File: config.mk
export PLATFORM = sky130hd
export DESIGN_NAME = wr_beat_packer
export DESIGN_NICKNAME = d
export VERILOG_FILES = /design/src/rtl/wr_beat_packer_pkg.sv /design/src/rtl/wr_beat_packer_word_queue2.sv /design/src/rtl/wr_beat_packer.sv
export SDC_FILE = /design/constraint.sdc
export NUM_CORES = 1
export LEC_CHECK = 0
export ABC_AREA = 0
export CELL_PAD_IN_SITES_DETAIL_PLACEMENT = 0
export CELL_PAD_IN_SITES_GLOBAL_PLACEMENT = 1
export CORE_MARGIN = 4
export CORE_UTILIZATION = 41
export DETAILED_ROUTE_END_ITERATION = 10
export PLACE_DENSITY = 0.73
export SYNTH_ARGS = -nofsm -noshare
export SYNTH_HDL_FRONTEND = slang
export SYNTH_HIERARCHICAL = 1
export SYNTH_SLANG_ARGS = --single-unit
File: constraint.sdc
create_clock -name clk -period 2.35 [get_ports clk]
set_input_delay 0.47 -clock clk [delete_from_list [all_inputs] [get_ports clk]]
set_output_delay 0.47 -clock clk [all_outputs]
set_load 0.01 [all_outputs]
File: src/rtl/wr_beat_packer_pkg.sv
// Shared write/read-side FIFO definitions: default geometry and small helpers.
package wr_beat_packer_pkg;

  localparam int DW_DEF    = 8;
  localparam int RATIO_DEF = 4;

  // Ceiling log2, at least 1 so that derived vectors never collapse to zero width.
  function automatic int clog2(input int value);
    int result;
    result = 0;
    while ((1 << result) < value) result++;
    return (result < 1) ? 1 : result;
  endfunction

  // Bit offset of beat slot k inside a packed word.
  function automatic int slot_lsb(input int k, input int dw);
    return k * dw;
  endfunction

endpackage

File: src/rtl/wr_beat_packer_word_queue2.sv
// Two-entry FIFO holding completed {wlast, wcnt, wdata} words; head reads as zero when empty.
module wr_word_queue2 #(
  parameter int EW = 36
) (
  input  logic          clk,
  input  logic          wreset,
  input  logic          push,
  input  logic [EW-1:0] push_data,
  input  logic          pop,
  output logic [EW-1:0] head_data,
  output logic          head_valid,
  output logic [1:0]    count
);

  logic [EW-1:0] entry0;
  logic [EW-1:0] entry1;
  logic          do_pop;

  assign do_pop     = pop & (count != 2'd0);
  assign head_valid = (count != 2'd0);
  assign head_data  = head_valid ? entry0 : '0;

  // Entry 0 is always the head; a pop shifts entry 1 forward.
  always_ff @(posedge clk or posedge wreset) begin
    if (wreset) begin
      entry0 <= '0;
      entry1 <= '0;
      count  <= 2'd0;
    end else if (push && do_pop) begin
      if (count == 2'd1) begin
        entry0 <= push_data;
      end else begin
        entry0 <= entry1;
        entry1 <= push_data;
      end
    end else if (push) begin
      if (count == 2'd0) entry0 <= push_data;
      else               entry1 <= push_data;
      count <= count + 2'd1;
    end else if (do_pop) begin
      entry0 <= entry1;
      entry1 <= '0;
      count  <= count - 2'd1;
    end
  end

endmodule

File: src/rtl/wr_beat_packer.sv
// Packs RATIO narrow beats into one FIFO word and feeds the write pointer handler.
module wr_beat_packer
  import wr_beat_packer_pkg::*;
#(
  parameter int DW    = DW_DEF,
  parameter int RATIO = RATIO_DEF,
  parameter int CW    = clog2(RATIO + 1)
) (
  input  logic                clk,
  input  logic                wreset,
  input  logic                s_valid,
  output logic                s_ready,
  input  logic [DW-1:0]       s_data,
  input  logic                s_last,
  input  logic                full,
  output logic                winc,
  output logic [DW*RATIO-1:0] wdata,
  output logic [CW-1:0]       wcnt,
  output logic                wlast
);

  localparam int WW = DW * RATIO;
  localparam int IW = clog2(RATIO);
  localparam int EW = 1 + CW + WW;

  logic [IW-1:0] idx;
  logic [WW-1:0] pack_q;
  logic [WW-1:0] word_now;
  logic [CW-1:0] push_cnt;
  logic          accept;
  logic          last_slot;
  logic          complete;
  logic [1:0]    q_count;
  logic [EW-1:0] push_entry;
  logic [EW-1:0] head_entry;
  logic          head_valid;

  // s_ready looks only at the registered queue depth, so full never reaches it combinationally.
  assign s_ready   = ~wreset & (q_count != 2'd2);
  assign accept    = s_valid & s_ready;
  assign last_slot = (idx == IW'(RATIO - 1));
  assign complete  = accept & (last_slot | s_last);
  assign push_cnt  = CW'(idx) + CW'(1);

  // Current pack register with the incoming beat merged into its slot.
  always_comb begin
    word_now = pack_q;
    word_now[slot_lsb(int'(idx), DW) +: DW] = s_data;
  end

  assign push_entry = {s_last, push_cnt, word_now};

  // Slot index and pack register; a completed word leaves both cleared for the next packet.
  always_ff @(posedge clk or posedge wreset) begin
    if (wreset) begin
      idx    <= '0;
      pack_q <= '0;
    end else if (complete) begin
      idx    <= '0;
      pack_q <= '0;
    end else if (accept) begin
      idx    <= idx + IW'(1);
      pack_q <= word_now;
    end
  end

  wr_word_queue2 #(.EW(EW)) u_queue (
    .clk        (clk),
    .wreset     (wreset),
    .push       (complete),
    .push_data  (push_entry),
    .pop        (winc),
    .head_data  (head_entry),
    .head_valid (head_valid),
    .count      (q_count)
  );

  assign winc = head_valid & ~full;
  assign {wlast, wcnt, wdata} = head_entry;

endmodule
Word-level counts from Yosys, hierarchy flattened:

Index checks and enable logic that the tools add are counted.
W data, S select, Z words.

* register bits after elaboration: 108

* bitwise gates (word level): 9
* muxes and demuxes: 18
* add/subtract/negate cells: 5
* shift-type cells: 2
* reductions and logical operators: 9
* equality and inequality tests: 6

Operator list (number)
* $mux W36: 11
* $mux W32: 2
* $neg A5 Y33: 1
* $shift A8 B33 Y32 const A: 1
* $shiftx A8 B33 Y32: 1
* $bwmux W32: 1
* $mux W2: 4
* $ne A3 B3 Y1 const B: 2
* $reduce_bool A2 Y1: 3
* $and A1 B1 Y1: 5
* $add A2 B1 Y2 const B: 2
* $ne A2 B2 Y1 const B: 2
* $reduce_and A2 Y1: 2
* $add A2 B1 Y3 const B: 1
* $not A1 Y1: 3
* $reduce_and A3 Y1: 1
* $reduce_bool A3 Y1: 1
* $eq A2 B1 Y1 const B: 1
* $eq A2 B2 Y1 const B: 1
* $logic_not A2 Y1: 1
* $sub A2 B1 Y2 const B: 1
* $logic_and A1 B1 Y1: 1
* $or A1 B1 Y1: 1

Logic depth before layout (Yosys ltp):

* depth after elaboration: 7
* gate-level depth with buffers: 12
* gate-level depth less buffers: 10

Modules after synthesis:

Netlist, hierarchy kept.

By module, submodules not included
* wr_word_queue2: area each 3662.3 µm², cells each 369, times used 1, sequential area each 1851.8 µm²
* wr_beat_packer: area each 1953.1 µm², cells each 184, times used 1, sequential area each 850.8 µm²

Worst setup path after synthesis:

Ideal clock, no wire load.

* path kind: reg2reg
* from: register idx[0]
* to: register u_queue.entry0[10]
* stages on the path, launching flop included: 10
* arrival time: 2.266 ns
* buffers on the path: 2
* data required time: 2.217 ns
* path slack: -0.050 ns
* path through: dfrtp_1 > ha_1 > nor2_1 > nor3_1 > ha_1 > mux2i_1 > buf_4 > clkbuf_4 > mux2i_1 > o21ai_0

* longest elaborated chain between the ends: 6
* elaborated cells between the ends (all ways): 15
* those cells by class: add/sub (1); eq/ne (2); shift (2); mux (5); bitwise (2); reduce/logical (3)

Ends and longest elaborated chain
* start: declaration: line wr_beat_packer.sv:26 `logic [IW-1:0] idx;`
* start signal: assignment: line wr_beat_packer.sv:62 `idx <= idx + IW'(1);`
* $eq A2 B2 Y1 (*): line wr_beat_packer.sv:41 `assign last_slot = (idx == IW'(RATIO - 1));`
* $or A1 B1 Y1 (*): line wr_beat_packer.sv:42 `assign complete = accept & (last_slot | s_last);`
* $and A1 B1 Y1 (*): line wr_beat_packer.sv:42
* net complete: line wr_beat_packer.sv:32 `logic complete;`
* $logic_and A1 B1 Y1: line wr_beat_packer_word_queue2.sv:29 `end else if (push && do_pop) begin`
* $ne A3 B3 Y1 (no source line) / $reduce_bool A3 Y1 (equally long branches)
* $reduce_and A2 Y1 (no source line)
* end signal: assignment: line wr_beat_packer_word_queue2.sv:31 `entry0 <= push_data;`
* end signal: assignment: line wr_beat_packer_word_queue2.sv:33 `entry0 <= entry1;`
* end signal: assignment: line wr_beat_packer_word_queue2.sv:37 `if (count == 2'd0) entry0 <= push_data;`
* end: declaration: line wr_beat_packer_word_queue2.sv:15 `logic [EW-1:0] entry0;`

Mark *: on every way through the listed nets, which the timed path passes. The rest lies on a longest branch. The select of a mux whose other input is x is not followed.
A chain may end at the register's enable or synchronous reset.

Worst setup path after layout:

* from: input wreset
* to: register u_queue.entry0[7]

* longest elaborated chain between the ends: 7
* elaborated cells between the ends (all ways): 10
* those cells by class: eq/ne (1); mux (2); bitwise (4); reduce/logical (3)

Ends and longest elaborated chain
* start: declaration: line wr_beat_packer.sv:10 `input logic wreset,`
* $not A1 Y1 (*): line wr_beat_packer.sv:39 `assign s_ready = ~wreset & (q_count != 2'd2);`
* $and A1 B1 Y1 (*): line wr_beat_packer.sv:39
* $and A1 B1 Y1 (*): line wr_beat_packer.sv:40 `assign accept = s_valid & s_ready;`
* $and A1 B1 Y1 (*): line wr_beat_packer.sv:42
* net complete: line wr_beat_packer.sv:32
* $logic_and A1 B1 Y1: line wr_beat_packer_word_queue2.sv:29
* $ne A3 B3 Y1 (no source line) / $reduce_bool A3 Y1 (equally long branches)
* $reduce_and A2 Y1 (no source line)

Mark *: on every way through the listed nets, which the timed path passes. The rest lies on a longest branch.

==> summary.md <==
| Metric | Value |
|---|---|
| #FFs+latches synth | `108` |
| Arr. time, crit path | `2.49 ns` |
| Final setup viols | `0` |
| Hold Path Sink | `u_queue/entry0[23]` |
| Clock Latency Late Sink | `0.35 ns` |
| Post-Place Cells | `around 780` |
| Grt total ovfl | `0` |
| Period utilization | `a little over nine tenths` |
| Critical R2R Launch | `idx[0]` |
| Die Height | `between 100 and 150 um` |
| Number of synthesized flops with an enable pin | `0` |
| Initial cell density of the core | `a little over two fifths` |
| Tightest Pin Transition | `a little under 0.6 ns` |
| TritonCTS clock tree | `done` |
| # IOs | `51` |
| Post-Syn Area per Cell | `10.15 um^2` |
| Relative slew slack | `60.29%` |
| RSZ-0062 raised after global routing | `true` |
| Power per cell area | `877.0 nW/um^2` |
| Hold crit path type | `reg2reg` |
| Area grow syn2layout | `24.06%` |
| Layout cells sized above 1 | `roughly 14%` |
| Slew Viols, Final | `0` |
| Area share of the largest cell type after synthesis | `between 40% and 50%` |
| Netlist cell types | `38` |
| Post-route ant nets | `0` |
| Post-synth top flop | `dfrtp_1` |
| Placer Congestion | `0.8044` |
| Async set-or-reset flop fraction in the synthesized netlist | `100.0%` |
| Hold path depth | `2` |
| Vias post-DR | `4081` |
| DRT iter0 DRCs | `208` |
| Setup crit end kind | `register` |
| Final net count | `650` |
| Status | `complete, no violations` |
| IO Port Bufs | `50` |
| Pwr Total | `6.110 mW` |
| Setup Skew | `0.007373 ns` |
| Die area | `15630 um^2` |
| Tmin final | `2.271 ns` |
| Post-route cell area | `~7000 um^2` |
| Max Cap Violations | `0` |
| Clock slew at reported path FFs | `~0.070 ns` |
| Largest area contributor in the netlist | `dfrtp_1` |
| WL per Instance | `15.72 um` |
| DRC Markers | `0` |
| Ranking of synthesized cells by area | `dfrtp_1, mux2i_1, nand2_1` |
| Most common cell in the netlist | `dfrtp_1` |
| Vias per inst | `5.057` |
| Largest net degree at the start of global routing | `75` |
| CTS sink cnt | `108` |
| First-pass GRT wire length | `21020 um` |
| Total track usage | `approximately 16%` |
| Sequential share of the synthesized area | `48.13%` |
| Number of global-route vias before repair | `approximately 4200` |
| Crit Path Max Fanout | `7` |
| Synth Instances | `between 500 and 600` |
| Post-DP Area | `6516 um^2` |
| Post-Layout Cell Count | `807` |
| Register-to-Register Path Depth | `9` |
| Syn_nets | `just under 600` |
| Rows | `42` |
| Total Wirelength | `12680 um` |
| Worst reg2reg setup slack | `0.10 ns` |
| Leakage | `3.508 nW` |
| Initial antenna violation count | `0` |
| Startpoint Class | `input port` |
| Final HPWL DP | `8742 um` |
| Crit path required time | `about 2.6 ns` |
| YS warnings | `6` |
| Worst vdd ir | `0.0008351 V` |
| Clock Path Buffers | `2` |
| Top cells by instance count after synthesis | `dfrtp_1, nand2_1, mux2i_1` |
| Crit Path Class | `in2reg` |
| N_diodes | `0` |
| H-tree levels | `3` |
| First drt pass iteration count | `5` |
| Clock Root Buffer | `clkbuf_16` |
| Num CTS Buffers | `9` |
| Mapped cell area | `roughly 5600 um^2` |
| Core area | `13350 um^2` |
| Die width | `125.0 um` |
| Fin. Hold Viols | `0` |
| Reg2reg end | `u_queue/entry0[31]` |
| FMAX | `440.4 MHz` |
| Hold Path Origin | `u_queue/entry0[23]` |
## repair_timing
action                                  4_1_cts  5_1_grt
gates cloned                                  0        2
buffers inserted                              3        3
resized for setup                            34       21
endpoints found under the setup margin       57       71
pin swaps                                     2        0
hold buffers                                  0        0
## cells in the final DEF (no fill, tap or decap), types with 4 or more instances in the layout
master,count
a22o_2,8
dlygate4sd2_1,32
buf_4,31
dlymetal6s2s_1,5
clkbuf_16,11
mux2i_1,69
ha_1,10
nor2b_1,37
inv_1,64
a22o_1,14
clkinvlp_4,4
clkdlybuf4s50_1,13
o2bb2ai_1,10
nand2_1,92
o21ai_0,56
a32o_1,14
buf_12,8
dfrtp_1,108
## worst max path at each step
stage | endpoint | cells past startpoint | start | slack [ns]
2_1_floorplan | u_queue/entry0[10] | 9 | idx[0] | 0.001
3_5_place_dp | u_queue/entry1[19] | 8 | wreset | -0.31
3_3_place_gp | u_queue/entry0[27] | 8 | wreset | -0.24
4_1_cts | wcnt[0] | 5 | u_queue/count[1] | 0.002
5_1_grt | u_queue/entry0[29] | 9 | idx[0] | -0.06
6_report | u_queue/entry0[7] | 9 | wreset | 0.08
## stage by stage
| stage | setup slack, ns | util, % | hold slack (ns) | setup TNS [ns] |
|---|---|---|---|---|
| 2_1_floorplan | 0.001157 | - | 0.4422 | 0 |
| 3_3_place_gp | -0.2368 | 48.82 | 0.4547 | -12.13 |
| 3_5_place_dp | -0.3108 | 48.82 | 0.4624 | -16.44 |
| 4_1_cts | 0.002437 | 51.11 | 0.4779 | 0 |
| 5_1_grt | -0.05870 | 52.19 | 0.4942 | -0.1449 |
| 6_report | 0.07920 | 52.19 | 0.4699 | 0 |
## worst max-delay path: stages
cell and delay, ns:
clkdlybuf4s50_1 0.42, nand2b_1 0.20, nor3_4 0.26, ha_4 0.19
mux2i_4 0.30, buf_6 0.17, buf_12 0.14, mux2i_2 0.22
o21ai_0 0.11
## power by group
| part | leakage (nW) | internal, mW | switching (mW) |
|---|---|---|---|
| clock | 0.138 | 0.858 | 0.690 |
| combinational | 1.87 | 1.06 | 1.38 |
| sequential | 1.50 | 2.04 | 0.0883 |
| total | 3.51 | 3.95 | 2.16 |
## kinds of logic (layout without fill, tap and decap cells)
| group | after synthesis | in the layout | share of synthesized area, % |
|---|---|---|---|
| compound gates | 110 | 110 | 13.68 |
| xor+xnor | 2 | 2 | 0.3120 |
| mux | 74 | 74 | 13.19 |
| buf+inv | 99 | 177 | 8.667 |
| flops | 108 | 108 | 48.13 |
| fa+ha+maj | 11 | 11 | 2.451 |
| simple gates | 149 | 149 | 13.57 |
## metal layers
layer | GRT usage, % | routed length, um | part of all wire, %
met4 | 8.801 | 480 | 3.8
met5 | 0 | 0 | 0
met2 | 25.06 | 5630 | 44
met3 | 2.772 | 447 | 3.5
met1 | 22.65 | 6125 | 48
## cell type report
class,instances,area [um^2]
Clock buffer,11,242.7
Clock inverter,5,61.31
Fill cell,1239,6381
Inverter,66,251.5
Multi-Input combinational cell,346,2524
Sequential cell,108,2703
Tap cell,176,220.2
Timing Repair Buffer,95,964.7
## registers in the layout (all words and copies together) (netlist names)
name / cells
u_queue/entry0: 36
u_queue/entry1: 36
pack_q: 32
idx: 2
u_queue/count: 2
(Power assumes the default switching activity.)
